$ cat src/rtl/debounce_sync.sv
// Two-flop synchronizer followed by a four-state debounce FSM with edge pulses
// and a saturating count of rejected candidate level changes.
module debounce_sync #(
    parameter int DEBOUNCE_CYCLES = 4,
    parameter int CNT_W           = 8
) (
    input  logic       clk,
    input  logic       reset,
    input  logic       raw_in,
    input  logic       clr_glitch,
    output logic       data_out,
    output logic       rise,
    output logic       fall,
    output logic       busy,
    output logic [7:0] glitch_cnt
);

    typedef enum logic [1:0] {
        STABLE_LOW  = 2'd0,
        CHECK_HIGH  = 2'd1,
        STABLE_HIGH = 2'd2,
        CHECK_LOW   = 2'd3
    } state_t;

    localparam logic [CNT_W-1:0] CNT_LAST = CNT_W'(DEBOUNCE_CYCLES - 1);
    localparam logic [CNT_W-1:0] CNT_ONE  = CNT_W'(1);
    localparam logic [CNT_W-1:0] CNT_ZERO = CNT_W'(0);

    logic             sync1_r;
    logic             sync2_r;
    state_t           state_r;
    logic [CNT_W-1:0] cnt_r;
    logic             data_r;
    logic             rise_r;
    logic             fall_r;
    logic             busy_r;
    logic [7:0]       glitch_r;
    logic             abort_s;

    function automatic logic [7:0] sat_inc8(input logic [7:0] value);
        if (value == 8'hFF) begin
            return value;
        end else begin
            return value + 8'd1;
        end
    endfunction

    assign data_out   = data_r;
    assign rise       = rise_r;
    assign fall       = fall_r;
    assign busy       = busy_r;
    assign glitch_cnt = glitch_r;

    // Bring the asynchronous pin into the clk domain.
    always_ff @(posedge clk or negedge reset) begin
        if (!reset) begin
            sync1_r <= 1'b0;
            sync2_r <= 1'b0;
        end else begin
            sync1_r <= raw_in;
            sync2_r <= sync1_r;
        end
    end

    // A candidate change is aborted when the synchronized level reverts mid-check.
    always_comb begin
        abort_s = 1'b0;
        case (state_r)
            CHECK_HIGH: abort_s = ~sync2_r;
            CHECK_LOW:  abort_s = sync2_r;
            default:    abort_s = 1'b0;
        endcase
    end

    // Debounce FSM; every output is registered alongside the state.
    always_ff @(posedge clk or negedge reset) begin
        if (!reset) begin
            state_r  <= STABLE_LOW;
            cnt_r    <= CNT_ZERO;
            data_r   <= 1'b0;
            rise_r   <= 1'b0;
            fall_r   <= 1'b0;
            busy_r   <= 1'b0;
            glitch_r <= 8'd0;
        end else begin
            rise_r <= 1'b0;
            fall_r <= 1'b0;
            case (state_r)
                STABLE_LOW: begin
                    if (sync2_r) begin
                        state_r <= CHECK_HIGH;
                        cnt_r   <= CNT_ONE;
                        busy_r  <= 1'b1;
                    end else begin
                        cnt_r   <= CNT_ZERO;
                        busy_r  <= 1'b0;
                    end
                end
                CHECK_HIGH: begin
                    if (!sync2_r) begin
                        state_r <= STABLE_LOW;
                        cnt_r   <= CNT_ZERO;
                        busy_r  <= 1'b0;
                    end else if (cnt_r == CNT_LAST) begin
                        state_r <= STABLE_HIGH;
                        cnt_r   <= CNT_ZERO;
                        data_r  <= 1'b1;
                        rise_r  <= 1'b1;
                        busy_r  <= 1'b0;
                    end else begin
                        cnt_r   <= cnt_r + CNT_ONE;
                        busy_r  <= 1'b1;
                    end
                end
                STABLE_HIGH: begin
                    if (!sync2_r) begin
                        state_r <= CHECK_LOW;
                        cnt_r   <= CNT_ONE;
                        busy_r  <= 1'b1;
                    end else begin
                        cnt_r   <= CNT_ZERO;
                        busy_r  <= 1'b0;
                    end
                end
                CHECK_LOW: begin
                    if (sync2_r) begin
                        state_r <= STABLE_HIGH;
                        cnt_r   <= CNT_ZERO;
                        busy_r  <= 1'b0;
                    end else if (cnt_r == CNT_LAST) begin
                        state_r <= STABLE_LOW;
                        cnt_r   <= CNT_ZERO;
                        data_r  <= 1'b0;
                        fall_r  <= 1'b1;
                        busy_r  <= 1'b0;
                    end else begin
                        cnt_r   <= cnt_r + CNT_ONE;
                        busy_r  <= 1'b1;
                    end
                end
                default: begin
                    state_r <= STABLE_LOW;
                    cnt_r   <= CNT_ZERO;
                    data_r  <= 1'b0;
                    busy_r  <= 1'b0;
                end
            endcase
            // Clear takes priority over a same-cycle abort.
            if (clr_glitch) begin
                glitch_r <= 8'd0;
            end else if (abort_s) begin
                glitch_r <= sat_inc8(glitch_r);
            end else begin
                glitch_r <= glitch_r;
            end
        end
    end

endmodule

$ cat config.mk
export PLATFORM = sky130hd
export DESIGN_NAME = debounce_sync
export DESIGN_NICKNAME = d
export VERILOG_FILES = /design/src/rtl/debounce_sync.sv
export SDC_FILE = /design/constraint.sdc
export NUM_CORES = 1
export LEC_CHECK = 0
export CORE_ASPECT_RATIO = 0.8
export CORE_MARGIN = 1
export CORE_UTILIZATION = 47
export DETAILED_ROUTE_END_ITERATION = 8
export PLACE_DENSITY = 0.7
export SLEW_MARGIN = 40
export SYNTH_ARGS = -nofsm -noshare
export SYNTH_HDL_FRONTEND = slang
export SYNTH_SLANG_ARGS = --single-unit
$ cat constraint.sdc
create_clock -name clk -period 1.66 [get_ports clk]
set_clock_uncertainty 0.2 [all_clocks]
set_input_delay 0.415 -clock clk [delete_from_list [all_inputs] [get_ports clk]]
set_output_delay 0.415 -clock clk [all_outputs]
set_load 0.1 [all_outputs]
==> results.md <==
Final layout:
- The area used by multi-input combinational logic is 601.8 um2.
- The footprint of the flip-flops and latches is 625.6 um2.
- The utilization after layout is 88.85%.
- The final antenna diode count is 0.
- Fill cells in the final layout number 102.
- The relative area change from synthesis to final layout is 77.91%.
- The post-layout net count is 163.
- The fraction of final layout cells with drive strength greater than 1 is 59.62%.

Critical path:
- At the worst endpoint, the required time is 1.70 ns.
- The category of the worst setup path capture point is a flop.
- The peak fanout along the critical path is 4.
- At the worst endpoint, the arrival time is 1.94 ns.
- The kind of critical path is flop to flop.
- The critical path launch point type is a flop.
- For this run, the slowest stage of the critical path takes 0.49 ns.
- The cell with the largest stage delay on the worst path is or4_4.
- The family with the most delay on the worst path is simple AND/OR/NAND/NOR gates.
- Walking the worst path, the cells encountered are nand4_1 -> buf_4 -> or4_4 -> a21oi_2.
- The number of buffers and inverters on the critical path is 1.

Detailed routing:
- The routed wire length is 3.787 mm.
- After detailed routing, the average wire length per cell comes to 20.92 um.
- The final route contains 1071 vias.
- For this run, design rule violations remaining after detail routing come to 0.
- The initial DRC count is 26.
- In the routed layout, each cell is associated on average with a via count of 5.917.
- The residual antenna-violating net count after detailed routing is 0.
- The first detailed-routing pass took 4 iterations.

Global route:
- The met2 capacity usage during global routing is 46.27%.
- The met3 global-route usage is 6.877%.
- The first-pass GRT wire length is 4.816 mm.
- The total congestion overflow is 0.
- The number of global-route vias before repair is 989.
- Global routing used 33.33% of the available met1 tracks.
- The initial antenna violation count came to 0.
- The layer with the highest usage is met2.
- The global-route total usage across every layer is 26.17%.
- Entering global routing, the biggest net connects 25 pins.

Clock tree:
- The root buffer selected by CTS is clkbuf_4.
- Counting the buffers created by CTS gives 3.
- The clock latency on the worst-skew pair is 0.32 ns.
- After clock tree synthesis, the clock-pin slew on the worst setup and hold paths is 0.13 ns.
- The number of sinks driven by the clock tree is 24.
- The largest buffer count on any clock path is 2.
- The number of H-tree levels is 1.
- TritonCTS built the clock tree.
- The count of hold buffers inserted by post-cts repair is 0.

Synthesis:
- The mean instance size in the synthesized netlist is 10.66 um2.
- During synthesis, Yosys emitted a total of 0 warnings.
- Summing the areas of all and, or, nand and nor instances in the mapped netlist gives 17.84% of the synthesized area.
- The count of mapped cells out of synthesis is 102.
- The top-area cell type share of the netlist area is 55.24%.
- The synthesized netlist occupies a cell area of 1087 um2.
- The sequential element share of the synthesized area is 55.24%.
- After synthesis, the netlist uses 29 different library cells.
- The number of nets in the synthesized netlist is 108.
- The post-synthesis mux area share is 1.956%.
- The biggest area consumer among synthesized cells is dfrtp_1.
- The combinational family with the most area after synthesis is simple AND/OR/NAND/NOR gates.
- Summing the areas of all compound-gate instances in the mapped netlist gives 11.97% of the synthesized area.
- By area the synthesized netlist is led by dfrtp_1 55%, xor2_1 4.8%, nand3_1 4.6%, nor2_1 3.8%, a21oi_1 3.7%.
- Counting instances in the post-synthesis netlist gives the leading cell types as 24 x dfrtp_1, 11 x nor2_1, 10 x nand3_1.
- Counting flops with a built-in enable in the synthesized netlist gives 0.
- The synthesized netlist devotes 2.301% of its cell area to adder and majority cells.
- The leading cell type by number of instances after synthesis is dfrtp_1.
- Counting flops and latches in the post-synthesis netlist gives 24.
- The leading register cell type out of synthesis is dfrtp_1.
- The fraction of synthesis flops using an asynchronous set or reset pin is 100.0%.
- The xor/xnor share of the synthesized area is 6.444%.

STA:
- After layout, the worst setup slack is -0.2447 ns.
- Final hold analysis gives a worst-case slack of 0.1777 ns.
- The headroom to the max-slew limit is 62.81%.
- The count of final hold-check violations is 0.
- The number of pins with negative max-slew slack in the final report is 0.
- The final-report setup violation count is 28.
- Based on the critical path, the design can be clocked at up to 525.0 MHz.
- Adding up every negative setup slack in the final design gives -2.825 ns.
- The fraction of the cycle the final worst path needs is 114.7%.
- Setup repair after global routing could not meet its margin everywhere.
- The transition at the pin with the smallest max-transition slack is 0.5536 ns.
- The shortest clock period the worst path allows after layout is 1.905 ns.

Worst hold path:
- The min-delay analysis places its worst path in the category flop to flop.

Placed design:
- The count of buffers added on input and output ports is 15.
- The global placement routability congestion is 0.7501.
- The final HPWL from detailed placement is 1.901 mm.
- The minimum setup slack after placement is -0.1911 ns.

Floorplan:
- The width of the die is 55.78 um.
- The vertical die dimension is 45.02 um.
- In this run the count of I/O pins placed on the die edge is 16.
- The effective utilization at floorplan is 49.94%.
- The core area is 2177 um2.
- The die covers 2511 um2.
- The floorplan has 15 rows.

Pwr:
- VDD sags by at most 0.001069 V.
- For this design the ratio of total power to cell area is 1169 nW/um2.
- The static leakage is 0.8162 nW.

Run status:
- The final reports fail on setup timing.
- The flow ran to the end, but the final reports show violations.

Job:
- Max-cap violations in this run came to 0.
## layout by cell type, fill, tap and decap left out, types with 2 or more instances in the layout
master / synthesis / routed
a21oi_1: 8 / 2
a21oi_2: 0 / 6
and3_1: 2 / 2
buf_12: 0 / 13
buf_4: 0 / 25
buf_6: 2 / 13
clkbuf_4: 0 / 3
clkdlybuf4s50_1: 0 / 3
dfrtp_1: 24 / 16
dfrtp_2: 0 / 2
dfrtp_4: 0 / 6
inv_1: 4 / 4
nand2_1: 3 / 3
nand3_1: 10 / 8
nand3_4: 0 / 2
nand4_1: 2 / 2
nor2_1: 11 / 5
nor2_2: 0 / 4
nor2_4: 0 / 2
o21ai_1: 0 / 2
o31ai_1: 3 / 2
or3_4: 0 / 2
or4_4: 0 / 3
xor2_1: 6 / 6
## cell type report
cell class,count,share of cell area [%]
multi-input combinational,70,31.11
clock buffer,4,1.876
inverter,4,0.7762
sequential,24,32.34
tap,25,1.617
timing repair buffer,54,32.28
## per-stage QoR
stage | instances | power, W | area, um2
3_5_place_dp | 164 | 0.001656 | 1612
2_1_floorplan | 102 | 0.001289 | 1134
6_report | 181 | 0.002262 | 1934
4_1_cts | 176 | 0.002134 | 1798
3_3_place_gp | 164 | 0.001610 | 1612
5_1_grt | 181 | 0.002330 | 1934
## path summary, 6_finish.rpt
kind / slack, ns / from / depth (start not counted) / to
worst max register to register: -0.24 / glitch_cnt[4] / 4 / glitch_cnt[6]
worst max-delay path: -0.24 / glitch_cnt[4] / 4 / glitch_cnt[6]
worst min-delay path: 0.18 / sync1_r / 0 / sync2_r
worst min register to register: 0.18 / sync1_r / 0 / sync2_r
min in group asynchronous: 0.23 / reset / 2 / glitch_cnt[7]
max in group asynchronous: 0.87 / reset / 2 / glitch_cnt[2]
## sequential cells by signal, indices dropped and copies added (netlist names), named ones only
| name | cells |
|---|---|
| data_out | 1 |
| cnt_r | 8 |
| fall | 1 |
| glitch_cnt | 8 |
| sync1_r | 1 |
| busy | 1 |
| rise | 1 |
| sync2_r | 1 |
| state_r | 1 |
## logic make-up (layout without fill, tap and decap cells)
family                     after synthesis  count (layout)
and+or+nand+nor                         38              38
DFF                                     24              24
AOI/OAI and AO/OA                       20              20
xor gates and xnor gates                 8               8
buffers and inverters                    8              62
adders and majority gates                2               2
muxes                                    2               2
## what timing repair did
item,4_1_cts,5_1_grt
setup buffers,8,5
hold endpoints to repair,0,0
resized for setup,20,27
pin swaps,11,14
setup endpoints to repair,30,30
## power by group
group | leakage [nW] | switching, W | internal, W
sequential | 0.302 | 0.0000999 | 0.000674
clock | 0.0210 | 0.000183 | 0.000134
combinational | 0.493 | 0.000661 | 0.000510
## metal layers
metal  wire length (um)  vias up
met5                  0        -
met4                140        0
met3                212       22
met2               1911       55
met1               1523      523
li1                   -      471
Note: power is estimated with default switching activity, not from simulation.
